--- config.mk ---
export PLATFORM = sky130hd
export DESIGN_NAME = frac_divn_dsm
export DESIGN_NICKNAME = d
export VERILOG_FILES = /design/src/rtl/frac_dsm_pkg.sv /design/src/rtl/frac_divn_dsm_mash_stage.sv /design/src/rtl/frac_divn_dsm.sv
export SDC_FILE = /design/constraint.sdc
export NUM_CORES = 1
export LEC_CHECK = 0
export ABC_AREA = 1
export BUFFER_PORTS_ARGS = -buffer_cell sky130_fd_sc_hd__buf_2
export CORE_MARGIN = 8
export CORE_UTILIZATION = 45
export CTS_CLUSTER_DIAMETER = 30
export DETAILED_ROUTE_END_ITERATION = 12
export PLACE_DENSITY = 0.65
export SETUP_SLACK_MARGIN = 0.1
export SLEW_MARGIN = 40
export SYNTH_ARGS = -nofsm -noshare
export SYNTH_HDL_FRONTEND = slang
export SYNTH_SLANG_ARGS = --single-unit
--- constraint.sdc ---
create_clock -name refclk -period 7.2 [get_ports refclk]
set_clock_uncertainty 0.05 [all_clocks]
set_input_delay 1.44 -clock refclk [delete_from_list [all_inputs] [get_ports refclk]]
set_output_delay 1.44 -clock refclk [all_outputs]
set_load 0.005 [all_outputs]
--- src/rtl/frac_dsm_pkg.sv ---
// Shared types and constants for the fractional-N MASH 1-1-1 ratio generator.
package frac_dsm_pkg;

   localparam int unsigned FRAC_W_DEFAULT = 16;
   localparam int unsigned INT_W_DEFAULT  = 8;

   // Dither LFSR: Fibonacci x^15 + x^14 + 1
   localparam int unsigned         LFSR_W    = 15;
   localparam logic [LFSR_W-1:0]   LFSR_TAPS = 15'h6000;
   localparam logic [LFSR_W-1:0]   LFSR_SEED = 15'h0001;

   // Noise-shaped offset, range -3..+4
   typedef logic signed [3:0] dsm_off_t;

   // Configuration handshake states
   typedef enum logic [1:0] {
      CFG_INIT = 2'd0,
      CFG_IDLE = 2'd1,
      CFG_LOAD = 2'd2
   } cfg_state_t;

   // Combine stage carries: c1 + (c2 - c2_d) + (c3 - 2*c3_d + c3_dd)
   function automatic dsm_off_t mash_off(input logic c1,
                                         input logic c2,
                                         input logic c2_d,
                                         input logic c3,
                                         input logic c3_d,
                                         input logic c3_dd);
      logic [3:0] s;
      s = {3'b000, c1} + {3'b000, c2} - {3'b000, c2_d}
        + {3'b000, c3} - {2'b00, c3_d, 1'b0} + {3'b000, c3_dd};
      return dsm_off_t'(s);
   endfunction

endpackage

--- src/rtl/frac_divn_dsm_mash_stage.sv ---
// One MASH accumulator stage: W-bit wrapping accumulator with carry-out.
// sum_c/carry_c expose the value being written this edge so the next
// stage can chain on the freshly updated accumulator.
module mash_stage #(
   parameter int unsigned W = 16
) (
   input  logic         refclk,
   input  logic         resetn,
   input  logic         hold,
   input  logic [W-1:0] din,
   input  logic         cin,
   output logic [W-1:0] sum_c,
   output logic         carry_c
);

   logic [W-1:0] acc;
   logic [W:0]   full_c;

   // Wide add so the overflow bit becomes the carry
   always_comb begin
      full_c = {1'b0, acc} + {1'b0, din} + (W+1)'(cin);
   end

   assign sum_c   = full_c[W-1:0];
   assign carry_c = full_c[W];

   // Accumulator update, frozen while hold is set
   always_ff @(posedge refclk) begin
      if (!resetn) begin
         acc <= '0;
      end else if (!hold) begin
         acc <= sum_c;
      end
   end

endmodule

--- src/rtl/frac_divn_dsm.sv ---
// Fractional-N divide-ratio generator (MASH 1-1-1 delta-sigma).
// Emits one clamped integer ratio per refclk whose long-run mean is
// cfg_int + cfg_frac / 2^FRAC_W.
// Optional build macro: FRAC_DSM_DITHER_EN adds LFSR LSB dither on stage 1.
module frac_divn_dsm
   import frac_dsm_pkg::*;
#(
   parameter int unsigned FRAC_W   = FRAC_W_DEFAULT,
   parameter int unsigned INT_W    = INT_W_DEFAULT,
   parameter int          DIVN_MIN = 4,
   parameter int          DIVN_MAX = 255,
   parameter int          DIVN_RST = 40
) (
   input  logic                refclk,
   input  logic                resetn,
   input  logic                cfg_valid,
   output logic                cfg_ready,
   input  logic [INT_W-1:0]    cfg_int,
   input  logic [FRAC_W-1:0]   cfg_frac,
   input  logic                enable,
   output logic signed [31:0]  divn,
   output logic                sat
);

   cfg_state_t          state;
   logic [INT_W-1:0]    sh_int;
   logic [FRAC_W-1:0]   sh_frac;
   logic [INT_W-1:0]    act_int;
   logic [FRAC_W-1:0]   act_frac;

   logic                dith;
   logic [FRAC_W-1:0]   s1_sum_c, s2_sum_c, s3_sum_c;
   logic                c1_c, c2_c, c3_c;
   logic                c2_d, c3_d, c3_dd;
   dsm_off_t            off_c;
   logic signed [31:0]  raw_c;
   logic signed [31:0]  divn_nxt_c;
   logic                sat_nxt_c;

   // Config handshake: accept into shadow, copy to active on the next edge
   always_ff @(posedge refclk) begin
      if (!resetn) begin
         state     <= CFG_INIT;
         cfg_ready <= 1'b0;
         sh_int    <= '0;
         sh_frac   <= '0;
         act_int   <= INT_W'(DIVN_RST);
         act_frac  <= '0;
      end else begin
         case (state)
            CFG_INIT: begin
               state     <= CFG_IDLE;
               cfg_ready <= 1'b1;
            end
            CFG_IDLE: begin
               if (cfg_valid) begin
                  sh_int    <= cfg_int;
                  sh_frac   <= cfg_frac;
                  state     <= CFG_LOAD;
                  cfg_ready <= 1'b0;
               end
            end
            CFG_LOAD: begin
               act_int   <= sh_int;
               act_frac  <= sh_frac;
               state     <= CFG_IDLE;
               cfg_ready <= 1'b1;
            end
            default: begin
               state     <= CFG_INIT;
               cfg_ready <= 1'b0;
            end
         endcase
      end
   end

`ifdef FRAC_DSM_DITHER_EN
   logic [LFSR_W-1:0] lfsr;

   // Dither source, advances only while the modulator runs
   always_ff @(posedge refclk) begin
      if (!resetn) begin
         lfsr <= LFSR_SEED;
      end else if (enable) begin
         lfsr <= {lfsr[LFSR_W-2:0], ^(lfsr & LFSR_TAPS)};
      end
   end

   assign dith = lfsr[0];
`else
   assign dith = 1'b0;
`endif

   mash_stage #(.W(FRAC_W)) u_stage1 (
      .refclk  (refclk),
      .resetn  (resetn),
      .hold    (!enable),
      .din     (act_frac),
      .cin     (dith),
      .sum_c   (s1_sum_c),
      .carry_c (c1_c)
   );

   mash_stage #(.W(FRAC_W)) u_stage2 (
      .refclk  (refclk),
      .resetn  (resetn),
      .hold    (!enable),
      .din     (s1_sum_c),
      .cin     (1'b0),
      .sum_c   (s2_sum_c),
      .carry_c (c2_c)
   );

   mash_stage #(.W(FRAC_W)) u_stage3 (
      .refclk  (refclk),
      .resetn  (resetn),
      .hold    (!enable),
      .din     (s2_sum_c),
      .cin     (1'b0),
      .sum_c   (s3_sum_c),
      .carry_c (c3_c)
   );

   // Carry delay line for the differentiators, held with the accumulators
   always_ff @(posedge refclk) begin
      if (!resetn) begin
         c2_d  <= 1'b0;
         c3_d  <= 1'b0;
         c3_dd <= 1'b0;
      end else if (enable) begin
         c2_d  <= c2_c;
         c3_d  <= c3_c;
         c3_dd <= c3_d;
      end
   end

   // Ratio before clamping, integer part only while disabled
   always_comb begin
      off_c = mash_off(c1_c, c2_c, c2_d, c3_c, c3_d, c3_dd);
      raw_c = signed'(32'(act_int));
      if (enable) begin
         raw_c = raw_c + 32'(off_c);
      end
   end

   // Clamp to the legal divider range and flag when it bites
   always_comb begin
      divn_nxt_c = raw_c;
      sat_nxt_c  = 1'b0;
      if (raw_c < DIVN_MIN) begin
         divn_nxt_c = DIVN_MIN;
         sat_nxt_c  = 1'b1;
      end else if (raw_c > DIVN_MAX) begin
         divn_nxt_c = DIVN_MAX;
         sat_nxt_c  = 1'b1;
      end
   end

   // Registered ratio and saturation pulse
   always_ff @(posedge refclk) begin
      if (!resetn) begin
         divn <= DIVN_RST;
         sat  <= 1'b0;
      end else begin
         divn <= divn_nxt_c;
         sat  <= sat_nxt_c;
      end
   end

   // Unused sum of the last stage only feeds its own accumulator
   logic unused_ok;
   assign unused_ok = ^s3_sum_c;

endmodule

Word-level counts from Yosys, hierarchy flattened. Index checks and enable logic that the tools add are counted.

Register bits after elaboration: 135. Bits of input ports: 28. Output and inout port bits: 34. Logic and storage cells: 45.

Eq/ne operators: 3. Bitwise gates (word level): 1. Order comparisons: 2. Add/sub/neg operators: 9. Multiplexer cells: 9. Reductions and logical operators: 5.

Operators with widths (number): 16-bit by 16-bit adder with 17-bit output (3); 32-bit by 9-bit greater-than comparator with 1-bit output, second input constant (1); 32-bit by 4-bit < comparator with 1-bit output, second input constant (1); 32-bit 2-to-1 mux (1); 9-bit by 4-bit adder with 10-bit output (1); 8-bit 2-to-1 mux (1); 6-bit 2-to-1 mux (1); 3-bit by 2-bit adder with 4-bit output (1); 4-bit by 1-bit adder with 4-bit output (1); 2-bit case mux with 2 select lines (1); 2-bit OR reduction (2); 4-bit by 2-bit subtractor with 4-bit output (1); 1-bit 2-to-1 mux (3); 3-bit OR reduction (1); 2-bit by 1-bit subtractor with 3-bit output (1); 1-bit by 1-bit adder with 2-bit output (1); 2-bit by 1-bit equality test with 1-bit output, second input constant (1); 2-bit equality test, second input constant (1); 2-bit zero test (1); 2-bit 2-to-1 mux (1); 2-bit inequality test, second input constant (1); 1-bit case mux with 2 select lines (1); 2-bit AND reduction (1); 1-bit inverter (1).

Logic depth before layout (Yosys ltp).
Word-level depth: 12. Gate-level depth with buffers: 42. Mapped depth without buffers: 42.

By module. Synthesis repeated with hierarchy kept, for this count alone.

Cells, all modules: 1263. Area total of the unflattened synthesis: 7952.6 um^2.

By module, submodules not included: mash_stage (times used 3, seq. area each 320.3 um^2, cells an instance 277, area each 1596.5 um^2); frac_divn_dsm (times used 1, seq. area each 1281.2 um^2, cells an instance 432, area each 3163.0 um^2).

Worst setup path before layout. Ideal clock, no wire load.

Kind: register to register. Start point: register act_frac[0]. End point: register divn[0]. Clock period less this slack: 5.524 ns. Stages on the path, launching flop included: 38. Arrival time: 5.361 ns. Slack: 1.676 ns. Library setup time: 0.113 ns. Buffers on the path: 0. Cells stage by stage: dfxtp_1 ha_1 fa_1 nand3_1 nand2_1 nand3_1 nand2_1 xor2_1 ha_1 a21o_1 a21oi_1 nand2_1 nand2_1 nand2_1 nand2_1 nand2_1 nand2_1 nand2_1 [... 2 more ...] nor2_1 a211oi_1 a21boi_0 fa_1 inv_1 ha_1 inv_1 fa_1 inv_1 nand2_1 nand2_1 nand3_1 a21oi_1 nor2_2 nor2_1 nand3_2 nand3_2 nor2_1.

Elaborated cells on any way between the ends: 14. Classes of those cells: 9 x add/sub; 2 x order compare; 2 x mux; 1 x reduce/logical.

RTL lines: from (decl) (RTL line frac_divn_dsm.sv:29) `logic [FRAC_W-1:0] act_frac;`; from (signal assigned) (RTL line frac_divn_dsm.sv:65) `act_frac <= sh_frac;`; 16-bit by 16-bit adder with 17-bit output * (RTL line frac_divn_dsm_mash_stage.sv:21) `full_c = {1'b0, acc} + {1'b0, din} + (W+1)'(cin);`; net s1_sum_c[6] (RTL line frac_divn_dsm.sv:32) `logic [FRAC_W-1:0] s1_sum_c, s2_sum_c, s3_sum_c;`; 16-bit by 16-bit adder with 17-bit output * (RTL line frac_divn_dsm_mash_stage.sv:21); net s2_sum_c[13] (RTL line frac_divn_dsm.sv:32); 16-bit by 16-bit adder with 17-bit output * (RTL line frac_divn_dsm_mash_stage.sv:21); 3-bit by 2-bit adder with 4-bit output * (RTL line frac_dsm_pkg.sv:31) `+ {3'b000, c3} - {2'b00, c3_d, 1'b0} + {3'b000, c3_dd};`; 4-bit by 2-bit subtractor with 4-bit output * (RTL line frac_dsm_pkg.sv:31); 4-bit by 1-bit adder with 4-bit output * (RTL line frac_dsm_pkg.sv:31); 9-bit by 4-bit adder with 10-bit output * (RTL line frac_divn_dsm.sv:142) `raw_c = raw_c + 32'(off_c);`; 32-bit 2-to-1 mux * (RTL line frac_divn_dsm.sv:141) `if (enable) begin`; 32-bit by 9-bit greater-than comparator with 1-bit output / 32-bit by 4-bit < comparator with 1-bit output (equally long branches) (RTL line frac_divn_dsm.sv:153, frac_divn_dsm.sv:150); 8-bit 2-to-1 mux / 2-bit OR reduction (equally long branches); to (signal assigned) (RTL line frac_divn_dsm.sv:165) `divn <= divn_nxt_c;`; to (decl) (RTL line frac_divn_dsm.sv:21) `output logic signed [31:0] divn,`.

The timed path passes the listed nets; every way through them passes the cells marked *. A chain may end at the register's enable or synchronous reset.

Worst setup path in the final report. Ends and elaborated chain as after synthesis.

==> results.md <==
* Htree depth at 3
* Via count at 6300
* Clk buf depth at 2
* WL/cell at 12.8 um
* Pwr Total at 1.84 mW
* Core Region at 0.0158 mm^2
* CP endpoint kind: flop
* Residual DRC at 0
* Hold Crit Class: reg -> reg
* Crit path max fanout at 5
* Port bufs at 61
* Setup TNS at 0 ps
* PostCTS Resize Cnt at 0
* CTS root buffer: clkbuf_16
* Hold Buf Count CTS at 0
* Die Wd at 143 um
* Nets at 1190
* Period utilisation layout at 0.893
* EDFF count, synth at 0
* Synth unique cells at 44
* Largest net degree at the start of global routing at 80
* R2R Path End: divn[0]
* Routed Antenna Nets at 0
* Cell Count, Final, Fillers Out at 1312
* Hold Startpoint: sh_int[3]
* Post-synth top flop: dfxtp_1
* Most frequent cells in the layout: nor2_1, nand2_1, inv_1
* Drt via density at 4.80
* CTS tree: yes
* Kind of cell adding the most delay to the critical path: adder cells
* Endpoints failing hold at 0
* Final setup viols at 0
* Row cnt at 46
* Syn_area_per_cell at 6.77 um^2
* Reg2Reg Depth at 38
* CP Class: reg -> reg
* Status: completed
* Full die area at 0.0204 mm^2
* Postcts setup bufs at 0
* Worst Path Arrival at 6670 ps
* Register area at 0.00224 mm^2
* First-pass GRT wire length at 28300 um
* Die Ht at 143 um
* Layout cell share with drive strength beyond 1 at 0.0958
* Static Leak at 4.29 nW
* RSZ-0062 raised after global routing: no
* CTS clock-pin slew for the worst setup and hold paths at 90 ps
* CP most frequent cell: nand2_1
* Flops & latches, synth at 112
* Overflow after GRT at 0
* Register-to-register setup slack at 770 ps
* Sequential-to-total area share from yosys stat at 0.310
* Antenna cells at 0
* Syn. warnings at 0
* Area of the multi-input gates at 0.00420 mm^2
* Tmin final at 6430 ps
* Post-Syn Area at 0.00723 mm^2
* All-Layer GR Usage at 0.171
* Async S/R FF share, synth at 0
* Clk sink count at 112
* Area growth, synth to finish at 8.77%
* Buffers & Inverters on Critical Path at 4
* Slew HR at 0.497
* Total CTS buffers at 9
* Core Util, Final at 0.497
* Commonest non-fill, non-tap cell in the layout: nor2_1
* Slew at the pin closest to its max-slew limit at 752 ps
* Starting Density at 0.457
* Achievable Freq at 156 MHz
* DR pass1 iterations at 5
* Crit start category: flop
* Cells after Synth at 1068
* DP Cell Count at 1296
* First DRT Iteration DRCs at 340
* Final Max Tran Viols at 0
* Worst Hold Depth at 2
* IO Count at 62
* R2R Path Start: act_frac[0]
* CP required at 7450 ps
* Skew-Pair Late Insertion Delay at 370 ps
* Antenna violations before repair at 0
* Hold path endpoint: act_int[3]
* Pwr Density at 233 mW/mm^2
* Max incr delay on CP at 450 ps
* Max Cap Violations at 0
* DP HPWL at 12200 um
* Vias in the first global route at 5899
* Worst ir drop on vdd at 0.144 mV
* Routed WL at 16800 um
* Slowest cell on the critical path: fa_1
* Fill count at 1589
* GP Congestion at 0.924
kinds of logic (layout without fill, tap and decap cells):
kind of cell / Yosys count / in the layout / share of synthesized area
other: 1 / 2 / 0.000518
adder cells (fa/ha/maj): 71 / 71 / 0.129
buffers and inverters: 190 / 217 / 0.112
AO/OA/AOI/OAI: 192 / 192 / 0.146
flip-flops: 112 / 112 / 0.310
AND/OR/NAND/NOR: 471 / 471 / 0.266
XOR/XNOR: 31 / 31 / 0.0375
where the power goes:
group	internal, mW	total, mW	switching (mW)
Combinational	0.226	0.602	0.375
Clock	0.251	0.522	0.271
Sequential	0.678	0.713	0.0350
Total	1.15	1.84	0.682
synthesized netlist by cell type (3+ instances only):
library cell | count | area, um^2
nor2_1 | 225 | 845
nand2_1 | 164 | 616
inv_1 | 131 | 492
dfxtp_1 | 112 | 2240
o21ai_0 | 101 | 505
ha_1 | 65 | 813
a21oi_1 | 54 | 270
nand3_1 | 54 | 270
xor2_1 | 23 | 201
buf_4 | 22 | 165
clkbuf_1 | 21 | 78.8
buf_2 | 9 | 45.0
xnor2_1 | 8 | 70.1
nand2_2 | 7 | 43.8
o21bai_1 | 7 | 52.6
a21o_1 | 6 | 45.0
fa_1 | 6 | 120
nor3_1 | 6 | 30.0
a31oi_1 | 5 | 31.3
inv_2 | 4 | 15.0
nand4_1 | 4 | 25.0
o211ai_1 | 4 | 30.0
nand3b_1 | 3 | 22.5
worst max path at each step:
stage / from / end / cells after the start
6_report: act_frac[0] / divn[0] / 38
5_1_grt: act_frac[0] / divn[7] / 39
3_3_place_gp: act_frac[0] / divn[0] / 38
3_5_place_dp: act_frac[0] / divn[0] / 38
4_1_cts: act_frac[0] / divn[0] / 38
2_1_floorplan: act_frac[0] / divn[0] / 37
metal layers:
metal	vias to the layer above	track usage	wire length [um]
met5	-	0	0
met4	0	0.0481	200
met3	14	0.0317	600
met2	95	0.271	7340
met1	2746	0.232	8650
li1	3445	-	-
through the flow:
stage	instance area, um^2	setup slack, ps	hold WS [ps]
floorplan	7240	1680	393
global route	7870	194	456
global placement	7540	512	407
detailed placement	7550	425	413
CTS	7860	387	435
finish	7870	772	428
worst reg2reg max path, delay by kind of cell, from the launching register on:
kind,cells,cell delay [ps]
AOI/OAI and AO/OA,6,1240
xor gates and xnor gates,1,210
adders and majority gates,7,2290
buffers and inverters,4,320
DFF,1,330
and+or+nand+nor,20,1900
flip-flops by register name, indices dropped and copies added, names as in the netlist:
register,flops
u_stage3.acc,16
sat,1
divn,10
sh_int,8
c3_d,1
u_stage2.acc,16
act_frac,16
state,2
c2_d,1
act_int,8
sh_frac,16
u_stage1.acc,16
c3_dd,1
layout make-up:
class / instances / share of cell area
Sequential cell: 112 / 0.285
Multi-Input combinational cell: 767 / 0.533
Tap cell: 216 / 0.0344
Clock inverter: 7 / 0.0105
Timing Repair Buffer: 65 / 0.0431
Clock buffer: 9 / 0.0286
Inverter: 136 / 0.0652
Note: power is estimated with default switching activity, not from simulation.
